$ cat src/rtl/div_pkg.sv
// Shared types and defaults for the divider arbiter and its helpers.
package div_pkg;

  typedef enum logic [1:0] {
    StIdle,
    StIssue,
    StWait,
    StResp
  } state_e;

  localparam int unsigned WidthDefault   = 32;
  localparam int unsigned TimeoutDefault = 80;

  // Quotient reported for a bypassed divide-by-zero.
  localparam logic [WidthDefault-1:0] DivZeroQuot = '1;

  function automatic int unsigned id_w(input int unsigned n);
    return (n > 1) ? $clog2(n) : 1;
  endfunction

endpackage

$ cat src/rtl/rr_picker.sv
// Combinational round-robin priority encoder: the search starts just after ptr
// and wraps, returning a one-hot grant and its index.
module rr_picker
  import div_pkg::*;
#(
  parameter int unsigned N   = 4,
  parameter int unsigned IdW = id_w(N)
) (
  input  logic [N-1:0]   req,
  input  logic [IdW-1:0] ptr,
  output logic [N-1:0]   grant,
  output logic [IdW-1:0] idx,
  output logic           found
);

  always_comb begin
    int unsigned p;
    p     = 32'(ptr);
    grant = '0;
    idx   = '0;
    found = 1'b0;
    for (int unsigned k = 1; k <= N; k++) begin
      for (int unsigned i = 0; i < N; i++) begin
        if (!found && req[i] && (i == (p + k) % N)) begin
          found    = 1'b1;
          grant[i] = 1'b1;
          idx      = IdW'(i);
        end
      end
    end
  end

endmodule

$ cat src/rtl/div_arbiter.sv
// Shares one iterative divider among NREQ requesters with round-robin arbitration.
// Optional macro DIV_ZERO_BYPASS_EN answers zero-divisor requests without the divider.
module div_arbiter
  import div_pkg::*;
#(
  parameter int unsigned NREQ    = 4,
  parameter int unsigned WIDTH   = WidthDefault,
  parameter int unsigned TIMEOUT = TimeoutDefault,
  localparam int unsigned IdW    = id_w(NREQ)
) (
  input  logic                  clk,
  input  logic                  reset,
  input  logic [NREQ-1:0]       req_valid,
  output logic [NREQ-1:0]       req_ready,
  input  logic [NREQ*WIDTH-1:0] req_dividend,
  input  logic [NREQ*WIDTH-1:0] req_divisor,
  output logic                  rsp_valid,
  input  logic                  rsp_ready,
  output logic [IdW-1:0]        rsp_id,
  output logic [WIDTH-1:0]      rsp_quotient,
  output logic [WIDTH-1:0]      rsp_remainder,
  output logic                  rsp_err,
  output logic                  div_run,
  output logic [WIDTH-1:0]      div_dividend,
  output logic [WIDTH-1:0]      div_divisor,
  output logic                  div_clear,
  input  logic                  div_ready,
  input  logic [WIDTH-1:0]      div_quotient,
  input  logic [WIDTH-1:0]      div_remainder
);

  localparam int unsigned CntW = $clog2(TIMEOUT + 1);

  state_e           state_q, state_d;
  logic [IdW-1:0]   ptr_q, ptr_d;
  logic [IdW-1:0]   id_q, id_d;
  logic [WIDTH-1:0] dvd_q, dvd_d;
  logic [WIDTH-1:0] dvs_q, dvs_d;
  logic [CntW-1:0]  cnt_q, cnt_d;
  logic [WIDTH-1:0] quo_q, quo_d;
  logic [WIDTH-1:0] rem_q, rem_d;
  logic             err_q, err_d;

  logic [NREQ-1:0]  grant;
  logic [IdW-1:0]   gnt_idx;
  logic             gnt_found;
  logic [WIDTH-1:0] sel_dvd, sel_dvs;

  rr_picker #(
    .N   (NREQ),
    .IdW (IdW)
  ) u_rr_picker (
    .req   (req_valid),
    .ptr   (ptr_q),
    .grant (grant),
    .idx   (gnt_idx),
    .found (gnt_found)
  );

  always_comb begin
    sel_dvd = '0;
    sel_dvs = '0;
    for (int unsigned i = 0; i < NREQ; i++) begin
      if (grant[i]) begin
        sel_dvd = req_dividend[i*WIDTH +: WIDTH];
        sel_dvs = req_divisor[i*WIDTH +: WIDTH];
      end
    end
  end

  always_comb begin
    state_d   = state_q;
    ptr_d     = ptr_q;
    id_d      = id_q;
    dvd_d     = dvd_q;
    dvs_d     = dvs_q;
    cnt_d     = cnt_q;
    quo_d     = quo_q;
    rem_d     = rem_q;
    err_d     = err_q;
    req_ready = '0;
    div_run   = 1'b0;
    div_clear = 1'b0;
    unique case (state_q)
      StIdle: begin
        if (gnt_found) begin
          // Gated so no grant is visible while reset is held.
          req_ready = reset ? grant : '0;
          id_d      = gnt_idx;
          dvd_d     = sel_dvd;
          dvs_d     = sel_dvs;
          state_d   = StIssue;
`ifdef DIV_ZERO_BYPASS_EN
          if (sel_dvs == '0) begin
            quo_d   = {WIDTH{DivZeroQuot[0]}};
            rem_d   = sel_dvd;
            err_d   = 1'b1;
            state_d = StResp;
          end
`endif
        end
      end
      StIssue: begin
        div_run = 1'b1;
        cnt_d   = '0;
        state_d = StWait;
      end
      StWait: begin
        cnt_d = cnt_q + 1'b1;
        // First WAIT cycle (cnt_q == 0) ignores a ready left over from the last op.
        if (cnt_q != '0 && div_ready) begin
          quo_d   = div_quotient;
          rem_d   = div_remainder;
          err_d   = 1'b0;
          state_d = StResp;
        end else if (cnt_q == CntW'(TIMEOUT)) begin
          quo_d     = '0;
          rem_d     = '0;
          err_d     = 1'b1;
          div_clear = 1'b1;
          state_d   = StResp;
        end
      end
      StResp: begin
        if (rsp_ready) begin
          ptr_d   = id_q;
          state_d = StIdle;
        end
      end
      default: state_d = StIdle;
    endcase
  end

  always_ff @(posedge clk or negedge reset) begin
    if (!reset) begin
      state_q <= StIdle;
      ptr_q   <= IdW'(NREQ - 1);
      id_q    <= '0;
      dvd_q   <= '0;
      dvs_q   <= '0;
      cnt_q   <= '0;
      quo_q   <= '0;
      rem_q   <= '0;
      err_q   <= 1'b0;
    end else begin
      state_q <= state_d;
      ptr_q   <= ptr_d;
      id_q    <= id_d;
      dvd_q   <= dvd_d;
      dvs_q   <= dvs_d;
      cnt_q   <= cnt_d;
      quo_q   <= quo_d;
      rem_q   <= rem_d;
      err_q   <= err_d;
    end
  end

  assign rsp_valid     = (state_q == StResp);
  assign rsp_id        = id_q;
  assign rsp_quotient  = quo_q;
  assign rsp_remainder = rem_q;
  assign rsp_err       = err_q;
  assign div_dividend  = dvd_q;
  assign div_divisor   = dvs_q;

endmodule

$ cat config.mk
export PLATFORM = sky130hd
export DESIGN_NAME = div_arbiter
export DESIGN_NICKNAME = d
export VERILOG_FILES = /design/src/rtl/div_pkg.sv /design/src/rtl/rr_picker.sv /design/src/rtl/div_arbiter.sv
export SDC_FILE = /design/constraint.sdc
export NUM_CORES = 1
export LEC_CHECK = 0
export ABC_AREA = 1
export CAP_MARGIN = 20
export CORE_AREA = 3 3 179 181
export CTS_BUF_LIST = sky130_fd_sc_hd__clkbuf_4 sky130_fd_sc_hd__clkbuf_8 sky130_fd_sc_hd__clkbuf_16
export CTS_CLUSTER_DIAMETER = 80
export DETAILED_ROUTE_END_ITERATION = 7
export DIE_AREA = 0 0 182 184
export SYNTH_ARGS = -nofsm -noshare
export SYNTH_HDL_FRONTEND = slang
export SYNTH_SLANG_ARGS = --single-unit
$ cat constraint.sdc
create_clock -name clk -period 3.7 [get_ports clk]
set_clock_uncertainty 0.1 [all_clocks]
set_input_delay 0.74 -clock clk [delete_from_list [all_inputs] [get_ports clk]]
set_output_delay 0.74 -clock clk [all_outputs]
set_load 0.02 [all_outputs]
== Yosys cells after proc, flatten, opt, wreduce, memory -nomap -nowiden ==
Index checks and enable logic that the tools add are counted.

* Flip-flop bits (word level): 142
* Input port bits: 328
* Output and inout port bits: 138
* Word-level logic and storage cells: 164

* $add $sub $neg: 5
* Eq/ne operators: 19
* Muxes and demuxes: 72
* Reduce and logical (&&, ||, !) cells: 59

{| class="wikitable"
|+ Operator list
! cell !! count
|-
| 32-bit two-way mux || 11
|-
| 32-bit zero test || 4
|-
| 1-bit two-way mux || 38
|-
| 2-bit two-way mux || 18
|-
| 1-bit logical AND || 32
|-
| 2-bit equality test, first input constant || 8
|-
| 1-bit zero test || 15
|-
| 7-bit case mux with 2 select lines || 1
|-
| 4-bit two-way mux || 3
|-
| 1-bit by 2-bit equality test with 1-bit output, first input constant || 4
|-
| 2-bit case mux with 4 select lines || 1
|-
| 7-bit by 1-bit adder with 7-bit output, second input constant || 1
|-
| 7-bit equality test, second input constant || 1
|-
| 7-bit nonzero test || 1
|-
| 2-bit AND reduction || 3
|-
| 2-bit by 1-bit adder with 2-bit output, second input constant || 2
|-
| 2-bit adder, second input constant || 2
|-
| 2-bit equality test, second input constant || 2
|-
| 2-bit nonzero test || 2
|-
| 3-bit != test, second input constant || 1
|-
| 3-bit AND reduction || 1
|-
| 2-bit by 1-bit equality test with 1-bit output, second input constant || 1
|-
| 2-bit zero test || 1
|-
| 2-bit by 1-bit != test with 1-bit output, second input constant || 1
|-
| 2-bit != test, second input constant || 1
|}

== Depth between registers and ports, before layout ==
Gate-level depths: netlist of the first run.

* Word-level depth: 67
* Mapped depth: 17
* Mapped depth without buffers: 16

== Modules after synthesis ==
Synthesis of the first run repeated with hierarchy kept, for this count alone.

* Cells, all modules: 949
* Area, all modules: 7634.8 um^2

{| class="wikitable"
|+ Modules (own cells, without submodules)
! module !! instances !! cells an instance !! area an instance (um^2) !! sequential area each (um^2)
|-
| div_arbiter || 1 || 884 || 7265.7 || 3555.9
|-
| rr_picker || 1 || 65 || 369.1 || 0.0
|}

== Least setup slack after synthesis of the first run ==
OpenSTA, ideal clock, no wires.

* Path kind: in2out
* Start point: input port req_valid[0]
* End point: output port req_ready[3]
* Data arrival time: 2393 ps
* Setup slack: 467 ps
* Cell stages on the path: 13
* Path buffers: 2
* Cell sequence: nand3_1 > nand3_2 > nor2_2 > nand4_1 > nor2_2 > nand4_2 > nor2_4 > nand4_2 > nor2_2 > nor2_1 > buf_4 > buf_6 > nor2_1

* Word-level cells in the longest chain between the ends: 65
* Elaborated cells on any way between the ends: 69

{| class="wikitable"
|+ RTL lines
! item !! RTL line !! source
|-
| start, declared || div_arbiter.sv:13 || <nowiki>input logic [NREQ-1:0] req_valid,</nowiki>
|-
| 1-bit logical AND || rr_picker.sv:24 || <nowiki>if (!found && req[i] && (i == (p + k) % N)) begin</nowiki>
|-
| 1-bit two-way mux || rr_picker.sv:24 ||
|-
| 1-bit zero test || rr_picker.sv:24 ||
|-
| 1-bit logical AND (2 in series) || rr_picker.sv:24 ||
|-
| 1-bit two-way mux || rr_picker.sv:24 ||
|-
| 1-bit zero test || rr_picker.sv:24 ||
|-
| 1-bit logical AND (2 in series) || rr_picker.sv:24 ||
|-
| 1-bit two-way mux || rr_picker.sv:24 ||
|-
| (+45 left out) || n/a ||
|-
| 1-bit logical AND (2 in series) || rr_picker.sv:24 ||
|-
| 1-bit two-way mux || rr_picker.sv:24 ||
|-
| 1-bit zero test || rr_picker.sv:24 ||
|-
| 1-bit logical AND (2 in series) || rr_picker.sv:24 ||
|-
| 1-bit two-way mux || rr_picker.sv:24 ||
|-
| 4-bit two-way mux || div_arbiter.sv:88 || <nowiki>req_ready = reset ? grant : '0;</nowiki>
|-
| 4-bit two-way mux (*) || div_arbiter.sv:86 || <nowiki>if (gnt_found) begin</nowiki>
|-
| 4-bit two-way mux (*) || div_arbiter.sv:84 || <nowiki>unique case (state_q)</nowiki>
|-
| end, declared || div_arbiter.sv:14 || <nowiki>output logic [NREQ-1:0] req_ready,</nowiki>
|}

Mark *: on every way between the ends. The rest lies on a longest branch, timed or not.

== Worst setup path in the final report of the first run ==
* Start point: input port req_valid[0]
* End point: output port req_ready[2]

* Word-level cells in the longest chain between the ends: 64
* Elaborated cells on any way between the ends: 69

{| class="wikitable"
|+ RTL lines
! item !! RTL line
|-
| 1-bit logical AND || rr_picker.sv:24
|-
| 1-bit two-way mux || rr_picker.sv:24
|-
| 1-bit zero test || rr_picker.sv:24
|-
| 1-bit logical AND (2 in series) || rr_picker.sv:24
|-
| 1-bit two-way mux || rr_picker.sv:24
|-
| 1-bit zero test || rr_picker.sv:24
|-
| 1-bit logical AND (2 in series) || rr_picker.sv:24
|-
| 1-bit two-way mux || rr_picker.sv:24
|-
| (+44 left out) || n/a
|-
| 1-bit zero test || rr_picker.sv:24
|-
| 1-bit logical AND (2 in series) || rr_picker.sv:24
|-
| 1-bit two-way mux || rr_picker.sv:24
|-
| 1-bit zero test || rr_picker.sv:24
|-
| 1-bit logical AND (2 in series) || rr_picker.sv:24
|-
| 1-bit two-way mux || rr_picker.sv:24
|-
| 4-bit two-way mux (*) || div_arbiter.sv:86
|-
| 4-bit two-way mux (*) || div_arbiter.sv:84
|}

Marked as above.

==> key figures, run 1 <==
Run status
  • Status: finished, final reports clean

Timing
  • RSZ-0062 raised after global routing: yes
  • Max-slew violations: 0
  • Min Tclk post-route: 3.647 ns
  • Setup Viol. Count Final: 0
  • Slew headroom: 44.90%
  • Final hold violations: 0
  • Worst slew pin tran: 0.8265 ns
  • Worst Setup Slack, final: 0.05301 ns
  • Max frequency: 274.2 MHz
  • Setup TNS: 0 ns
  • Final clock period utilization by the worst path: 98.57%

Job
  • Max-capacitance violation count: 0

Global routing
  • GRT overflow: 0
  • First-pass GRT wire length: 53540 um
  • Total GRT Usage: 20.48%
  • Largest net degree at the start of global routing: 73
  • Vias in the first global route: 9381
  • Initial antenna violation count: 6

Worst hold path
  • Min-delay worst type: primary input to async pin

Pwr
  • Int Power: 6.041 mW
  • Combinational power share: 62.2%
  • Pwr dens: 820.6 nW/um^2
  • Psw: 5.541 mW
  • Switching share of power: 47.84%
  • Reg power frac: 23.2%
  • Leak: 7.099 nW
  • Clk pwr share: 14.6%
  • Peak VDD IR: 563.5 uV

Drt
  • Antenna-violating nets left: 0
  • Via count: 9470
  • Detailed Route Iter0 Violations: 501
  • Post-Route WL: 35680 um
  • Via/cell ratio: 4.436
  • Drt wl/cell: 16.71 um
  • DRC violation count after routing: 0
  • DRT Pass-1 Iters: 5

Logic synthesis
  • Syn_nets: 1590
  • FF+latch count, synth: 142
  • Synth Area in Adders: 0.9031%
  • Total number of yosys warnings: 0
  • Distinct cell type count after synthesis: 30
  • Mapped Cells: 1256
  • XOR/XNOR share of the synthesized area: 0%
  • Netlist Area Pre-Place: 8313 um^2
  • Synth Area per Inst: 6.619 um^2
  • Largest family of logic cells by synthesized area: simple AND/OR/NAND/NOR gates
  • Mux share of post-synthesis cell area: 0%
  • Post-Synth Simple-Gate Area: 39.43%
  • Sequential fraction of the synthesis area: 42.78%
  • Complex-gate fraction of the synthesized area: 5.283%

Layout
  • Area growth syn-to-layout: 69.78%
  • Layout Nets: 2055
  • Ratio of cells with drive above 1 in the final layout: 6.694%

Placed design
  • IO buf count: 465
  • Pre-CTS setup slack: -0.2544 ns
  • HPWL after DPL: 26540 um
  • Final Wtd Congestion: 0.8516

Critical path
  • Reg-to-Reg Start: ptr_q[0]
  • Crit-path cells: clkdlybuf4s50_1 > buf_4 > inv_2 > nor2_1 > inv_1 > nand4_1 > nor2_2 > nand4_4 > nor2_4 > nand4_4 > o21ai_4 > inv_2 > nand2_2 > a21oi_1 > clkdlybuf4s15_2
  • Critical path origin: req_valid[0]
  • Max stage delay on crit path: 0.44 ns
  • Req. time, crit path: 2.86 ns
  • CP max-delay cell: clkdlybuf4s50_1
  • R2R cell count: 15
  • Setup crit end kind: primary output
  • CP max FO: 4
  • Startpoint type of the worst setup path: primary input
  • Arr. time, crit path: 2.81 ns
  • CP Class: primary input to primary output

Floorplan
  • Die Y: 184 um
  • Total core area: 30590 um^2
  • Die X: 182 um
  • IO Count: 466
  • Die area: 33490 um^2
  • Row cnt: 64
  • Initial Util: 27.18%

CTS
  • Clk pin slew, worst setup/hold paths: 0.07 ns
  • H-tree depth: 4
  • Clk sinks: 142
  • CTS tree: yes
  • CTS max path bufs: 2
  • Root buffer selected by CTS: clkbuf_16
  • CTS Buf Count: 17
  • Skew-Pair Late Insertion Delay: 0.42 ns
==> worst max-delay path, delay by kind of cell <==
family | cells | cell delay [ns]
buffers and inverters | 6 | 0.99
and+or+nand+nor | 7 | 0.83
AOI/OAI and AO/OA | 2 | 0.22
==> cell type report <==
cell class / count / area (um^2)
Clock inverter: 14 / 127.6
Clock buffer: 17 / 425.4
Inverter: 161 / 604.3
Sequential cell: 142 / 3556
Multi-Input combinational cell: 886 / 3837
Timing Repair Buffer: 513 / 5052
Tap cell: 396 / 495.5
Antenna cell: 6 / 15.01
Fill cell: 3136 / 16480
==> power groups by stage <==
stage,registers [mW],clock network [mW],logic [mW]
2_1_floorplan,3.45,0,3.45
3_3_place_gp,2.67,0,7.29
3_5_place_dp,2.69,0,7.33
4_1_cts,2.69,1.75,7.34
5_1_grt,2.78,1.80,8.03
6_report,2.68,1.69,7.21
==> stage by stage <==
step | total power, mW | instances | area, um^2 | hold slack [ns] | utilization [%]
after floorplan | 6.901 | 1256 | 8313 | 0.3444 | -
after global placement | 9.956 | 2097 | 13530 | 0.3533 | 44.22
after detailed placement | 10.02 | 2097 | 13530 | 0.3583 | 44.22
after CTS | 11.77 | 2128 | 14080 | 0.1080 | 46.04
after global routing | 12.61 | 2135 | 14110 | 0.1238 | 46.14
final | 11.58 | 2135 | 14110 | 0.1069 | 46.14
==> repair_timing <==
item / CTS / global route
hold buffers: 0 / 0
buffers inserted: 0 / 1
pin swaps: 0 / 2
resized for setup: 10 / 8
endpoints found under the setup margin: 4 / 23
==> layer usage <==
layer / share of wire, % / wire length (um) / global-route usage (%)
met1: 40 / 14400 / 24.57
met4: 1.2 / 439 / 5.454
met2: 50 / 17670 / 35.23
met5: 0 / 0 / 0
met3: 8.9 / 3170 / 6.945
==> cell families after synthesis <==
group                    count (synthesis)
buffers and inverters                  228
AO/OA/AOI/OAI                           86
AND/OR/NAND/NOR                        794
flip-flops                             142
adder cells (fa/ha/maj)                  6
==> worst paths after layout <==
| kind | end | slack [ns] |
|---|---|---|
| worst min-delay path | rsp_quotient[12] | 0.11 |
| worst min register to register | rsp_remainder[12] | 0.37 |
| worst max-delay path | req_ready[2] | 0.05 |
| max in group asynchronous | rsp_quotient[6] | 2.22 |
| worst max register to register | div_dividend[24] | 0.22 |
| min in group clk | rsp_remainder[12] | 0.37 |
==> flip-flops by register name, indices dropped and copies added, names as in the netlist <==
register,count
rsp_remainder,32
rsp_id,2
ptr_q,2
cnt_q,7
rsp_quotient,32
div_divisor,32
state_q,2
rsp_err,1
div_dividend,32
==> layout by cell type, fill, tap and decap left out, drive strengths merged <==
| master | Yosys | final |
|---|---|---|
| nand4 | 11 | 11 |
| a31oi | 1 | 1 |
| nor2 | 19 | 19 |
| clkinv | 0 | 3 |
| diode | 0 | 6 |
| dfstp | 2 | 2 |
| or2 | 1 | 1 |
| o22ai | 1 | 1 |
| nand2 | 609 | 609 |
| nor3 | 8 | 8 |
| a21oi | 73 | 73 |
| clkinvlp | 0 | 4 |
| nand3 | 144 | 144 |
| inv | 161 | 168 |
| buf | 55 | 51 |
| clkbuf | 12 | 18 |
| o21ai | 10 | 10 |
| dfrtp | 140 | 140 |
| o21a | 1 | 1 |
| nor3b | 2 | 2 |
| clkdlybuf4s50 | 0 | 460 |
| ha | 6 | 6 |
| clkdlybuf4s15 | 0 | 1 |
==> cells in the mapped netlist <==
cell type | count | area, um^2
a21oi_1 | 73 | 365.4
a31oi_1 | 1 | 6.260
buf_1 | 11 | 41.29
buf_2 | 30 | 150.1
buf_4 | 9 | 67.56
buf_6 | 5 | 56.30
clkbuf_1 | 12 | 45.04
dfrtp_1 | 140 | 3503
dfstp_2 | 2 | 52.55
ha_1 | 6 | 75.07
inv_1 | 156 | 585.6
inv_2 | 5 | 18.77
nand2_1 | 604 | 2267
nand2_2 | 5 | 31.28
nand3_1 | 141 | 705.7
nand3_2 | 3 | 30.03
nand4_1 | 9 | 56.30
nand4_2 | 2 | 25.02
nor2_1 | 15 | 56.30
nor2_2 | 3 | 18.77
nor2_4 | 1 | 11.26
nor3_1 | 5 | 25.02
nor3_2 | 3 | 30.03
nor3b_1 | 2 | 15.01
o21a_1 | 1 | 7.510
o21ai_0 | 6 | 30.03
o21ai_1 | 3 | 15.01
o21ai_2 | 1 | 8.760
o22ai_1 | 1 | 6.260
or2_2 | 1 | 6.260
No activity file was read; power rests on OpenSTA's default activity.
==> inputs of run 2 (changes only) <==
Settings changed: CAP_MARGIN 20 to unset, CORE_AREA 3 3 179 181 to 3 3 178 180, DIE_AREA 0 0 182 184 to 0 0 181 183, DONT_BUFFER_PORTS set to 1.
Clock period 3.7 ns to 3.93 ns, I/O delays scaled along.
==> key figures, run 2 (synthesized netlist as in run 1, its figures left out) <==
Timing
  • Setup Viol. Count Final: 0
  • Hold slack: -0.06744 ns
  • Worst slew pin tran: 0.7453 ns
  • Final hold violations: 140
  • Min Tclk post-route: 3.665 ns
  • Setup TNS: 0 ns
  • RSZ-0062 raised after global routing: no
  • Max-slew violations: 0
  • Final clock period utilization by the worst path: 93.26%
  • Worst Setup Slack, final: 0.2650 ns
  • Max frequency: 272.9 MHz
  • Slew headroom: 50.32%

Global routing
  • Total GRT Usage: 17.56%
  • GRT overflow: 0
  • Initial antenna violation count: 1
  • Largest net degree at the start of global routing: 144
  • First-pass GRT wire length: 44900 um
  • Vias in the first global route: 7592

Layout
  • Storage element area: 3556 um^2
  • Layout Nets: 1566
  • Fillers: 3291
  • Ratio of cells with drive above 1 in the final layout: 6.908%
  • Commonest non-fill, non-tap cell in the layout: nand2_1
  • Area growth syn-to-layout: 11.79%
  • Commonest cells after routing, fill and taps aside: 603 x nand2_1, 155 x inv_1, 141 x nand3_1
  • Final Cell Area: 9293 um^2
  • Multi-input gate area: 3812 um^2

Job
  • Max-capacitance violation count: 0

CTS
  • CTS Buf Count: 17
  • Root buffer selected by CTS: clkbuf_16
  • Skew-Pair Late Insertion Delay: 0.44 ns
  • Clk sinks: 142
  • Clk pin slew, worst setup/hold paths: 0.06 ns
  • Post-CTS setup buffers: 0
  • Post-CTS Resized: 0
  • H-tree depth: 4
  • CTS tree: yes
  • CTS max path bufs: 2

Floorplan
  • Initial Util: 27.39%
  • IO Count: 466
  • Total core area: 30350 um^2
  • Die X: 181 um
  • Die area: 33120 um^2
  • Row cnt: 64
  • Die Y: 183 um

Drt
  • Via/cell ratio: 4.789
  • Detailed Route Iter0 Violations: 367
  • Via count: 7863
  • Drt wl/cell: 18.56 um
  • Antenna-violating nets left: 0
  • DRC violation count after routing: 0
  • Post-Route WL: 30470 um
  • DRT Pass-1 Iters: 5

Worst hold path
  • Min-delay worst type: primary input to async pin

Critical path
  • Reg2reg end: div_dividend[11]
  • Most used cell, CP: nor2_2
  • CP max-delay cell: dfstp_2
  • Crit-path cells: nor2_1 > nand2_2 > nand3_2 > nor2_2 > nand4_1 > nor2_2 > nand4_2 > nor2_4 > nand4_2 > nor2_2 > nor2_4 > nor2_1
  • Setup crit end kind: primary output
  • Number of buffers and inverters on the critical path: 0
  • Reg-to-Reg Start: ptr_q[1]
  • Arr. time, crit path: 2.78 ns
  • Req. time, crit path: 3.04 ns
  • Startpoint type of the worst setup path: register
  • Max stage delay on crit path: 0.59 ns
  • CP max FO: 7
  • R2R cell count: 14
  • Crit-path leading delay family: simple AND/OR/NAND/NOR gates
  • R2R setup slack: 0.81 ns
  • CP Class: register to primary output

Placed design
  • Post-placement cell area: 8698 um^2
  • Final Wtd Congestion: 0.8845
  • HPWL after DPL: 23000 um
  • Pre-CTS setup slack: 0.5938 ns
  • IO buf count: 0

Run status
  • Status: finished, violations left
  • Violated checks: negative hold slack

Pwr
  • Peak VDD IR: 495.4 uV
  • Leak: 5.229 nW
  • Pwr dens: 1007 nW/um^2
## run 2: changes by cell type in the layout (fill, tap and decap cells not counted), moves of 2 or more
cell	change
buf_2	-2
buf_4	-24
bufinv_16	+2
clkdlybuf4s50_1	-460
clkinv_2	+2
clkinv_4	+2
clkinvlp_4	-3
diode_2	-5
inv_6	-2
nand4_2	+2
nand4_4	-2
## run 2: per-stage QoR
step           power [mW]  cells  utilization, %
2_1_floorplan       6.498   1256               -
3_3_place_gp        7.673   1609           28.66
3_5_place_dp        7.761   1609           28.66
4_1_cts             9.474   1641           30.61
5_1_grt             10.18   1641           30.61
6_report            9.354   1642           30.62
## run 2: worst max path at each step
| stage | cells past startpoint | startpoint | end |
|---|---|---|---|
| 2_1_floorplan | 13 | req_valid[0] | req_ready[3] |
| 3_3_place_gp | 11 | req_valid[0] | req_ready[3] |
| 3_5_place_dp | 11 | req_valid[0] | req_ready[3] |
| 4_1_cts | 12 | ptr_q[0] | req_ready[3] |
| 5_1_grt | 12 | ptr_q[1] | req_ready[3] |
| 6_report | 12 | ptr_q[1] | req_ready[3] |
## run 2: metal layers
| layer | global-route usage (%) | share of wire [%] | vias to the layer above |
|---|---|---|---|
| li1 | - | - | 3797 |
| met1 | 20.79 | 39 | 3622 |
| met2 | 29.33 | 49 | 409 |
| met3 | 6.664 | 9.9 | 33 |
| met4 | 6.277 | 2.3 | 2 |
| met5 | 0 | 0.043 | - |
## run 2: final cells by class
type	count	share of cell area, %
Clock buffer	18	4.659
Antenna cell	1	0.02693
Sequential cell	142	38.27
Clock inverter	14	1.710
Inverter	161	6.503
Timing Repair Buffer	24	2.477
Multi-Input combinational cell	886	41.03
Tap cell	396	5.332
## run 2: worst reg2reg max path: cells and delay by family (launching register included)
| family | cells | cell delay [ns] |
|---|---|---|
| buf+inv | 1 | 0.34 |
| simple gates | 11 | 1.33 |
| flops | 1 | 0.59 |
| compound gates | 2 | 0.66 |
## run 2: report_power, final
group | internal, mW | switching (mW)
sequential | 2.14 | 1.31
clock | 0.954 | 0.699
combinational | 1.38 | 2.87
==> inputs of run 3 (changes only) <==
Settings changed: CAP_MARGIN set to 20.
Clock period 3.93 ns to 4.65 ns, I/O delays scaled along.
==> key figures, run 3 (synthesized netlist as in run 1, its figures left out) <==
CTS
  • Post-CTS setup buffers: 0
  • Clk pin slew, worst setup/hold paths: 0.06 ns
  • H-tree depth: 4
  • Clk sinks: 142
  • CTS tree: yes
  • Skew-Pair Late Insertion Delay: 0.43 ns
  • CTS Buf Count: 17
  • CTS max path bufs: 2
  • Post-CTS Resized: 0
  • Root buffer selected by CTS: clkbuf_16
  • Hold Buf Count CTS: 0

Placed design
  • Pre-CTS setup slack: 1.091 ns
  • DP Cell Count: 1602
  • Final Wtd Congestion: 0.8769
  • Post-placement cell area: 8633 um^2
  • IO buf count: 0
  • HPWL after DPL: 22450 um

Timing
  • RSZ-0062 raised after global routing: no
  • Setup TNS: 0 ns
  • Setup Viol. Count Final: 0
  • Min Tclk post-route: 3.761 ns
  • Max-slew violations: 0
  • Final clock period utilization by the worst path: 80.88%
  • Final hold violations: 0
  • Worst Setup Slack, final: 0.8890 ns
  • Max frequency: 265.9 MHz
  • Slew headroom: 42.10%
  • Worst slew pin tran: 0.8685 ns

Critical path
  • CP max FO: 6
  • Crit-path leading delay family: simple AND/OR/NAND/NOR gates
  • R2R setup slack: 1.38 ns
  • Max stage delay on crit path: 0.59 ns
  • Arr. time, crit path: 2.73 ns
  • Crit-path cells: nor2_1 > nand2_2 > nand3_2 > nor2_2 > nand4_1 > nor2_2 > nand4_2 > nor2_4 > nand4_2 > nor2_2 > nor2_4 > nor2_1
  • CP max-delay cell: dfstp_2
  • Most used cell, CP: nor2_2
  • Setup crit end kind: primary output
  • Req. time, crit path: 3.62 ns
  • CP Class: register to primary output
  • Number of buffers and inverters on the critical path: 0
  • Startpoint type of the worst setup path: register

Global routing
  • GRT overflow: 0
  • Initial antenna violation count: 4
  • Vias in the first global route: 7624
  • Largest net degree at the start of global routing: 144
  • First-pass GRT wire length: 44640 um
  • Total GRT Usage: 17.48%

Drt
  • Via/cell ratio: 4.818
  • Antenna-violating nets left: 0
  • Detailed Route Iter0 Violations: 443
  • Post-Route WL: 30240 um
  • Drt wl/cell: 18.46 um
  • DRT Pass-1 Iters: 5
  • Via count: 7892
  • DRC violation count after routing: 0

Pwr
  • Pwr dens: 851.6 nW/um^2
  • Peak VDD IR: 522.7 uV
  • Leak: 5.180 nW

Floorplan
  • Row cnt: 64
  • IO Count: 466
  • Initial Util: 27.39%
  • Die area: 33120 um^2
  • Die Y: 183 um
  • Die X: 181 um
  • Total core area: 30350 um^2

Worst hold path
  • Min-delay worst type: primary input to async pin

Layout
  • Post-route core utilization: 30.45%
  • Fin cells: 1638
  • Layout Nets: 1559
  • Commonest cells after routing, fill and taps aside: 603 x nand2_1, 155 x inv_1, 141 x nand3_1
  • Ratio of cells with drive above 1 in the final layout: 6.381%
  • Area growth syn-to-layout: 11.17%
  • Final Cell Area: 9241 um^2
  • Commonest non-fill, non-tap cell in the layout: nand2_1

Run status
  • Status: finished, final reports clean

Job
  • Max-capacitance violation count: 0
## run 3: cell type report
cell class / instances / area (um^2)
Antenna cell: 4 / 10.01
Clock buffer: 21 / 467.9
Clock inverter: 11 / 130.1
Fill cell: 3327 / 21110
Inverter: 161 / 604.3
Multi-Input combinational cell: 886 / 3812
Sequential cell: 142 / 3556
Tap cell: 396 / 495.5
Timing Repair Buffer: 17 / 165.2
## run 3: worst paths after layout
path / start / to / depth (start not counted)
max: ptr_q[0] / req_ready[3] / 12
max in group asynchronous: reset / ptr_q[1] / 0
min in group clk: ptr_q[1] / ptr_q[1] / 2
min: reset / rsp_remainder[12] / 0
min reg2reg: ptr_q[1] / ptr_q[1] / 2
max reg2reg: ptr_q[1] / div_dividend[11] / 14
## run 3: power by group
part / switching [mW] / internal, mW
sequential: 1.10 / 1.81
combinational: 2.45 / 1.11
clock: 0.572 / 0.835
total: 4.12 / 3.75
## run 3: per-layer routing
metal / share of wire [%] / GRT usage, % / vias to the layer above
met4: 4.0 / 8.379 / 0
met1: 38 / 20.42 / 3635
met3: 10 / 6.327 / 55
li1: - / - / 3782
met2: 47 / 28.73 / 420
met5: 0 / 0 / -
## run 3: stage by stage
step | power [mW] | hold slack (ns)
2_1_floorplan | 5.492 | 0.4013
3_3_place_gp | 6.451 | 0.4256
3_5_place_dp | 6.533 | 0.4228
4_1_cts | 7.978 | 0.05366
5_1_grt | 8.574 | 0.04917
6_report | 7.870 | 0.08848
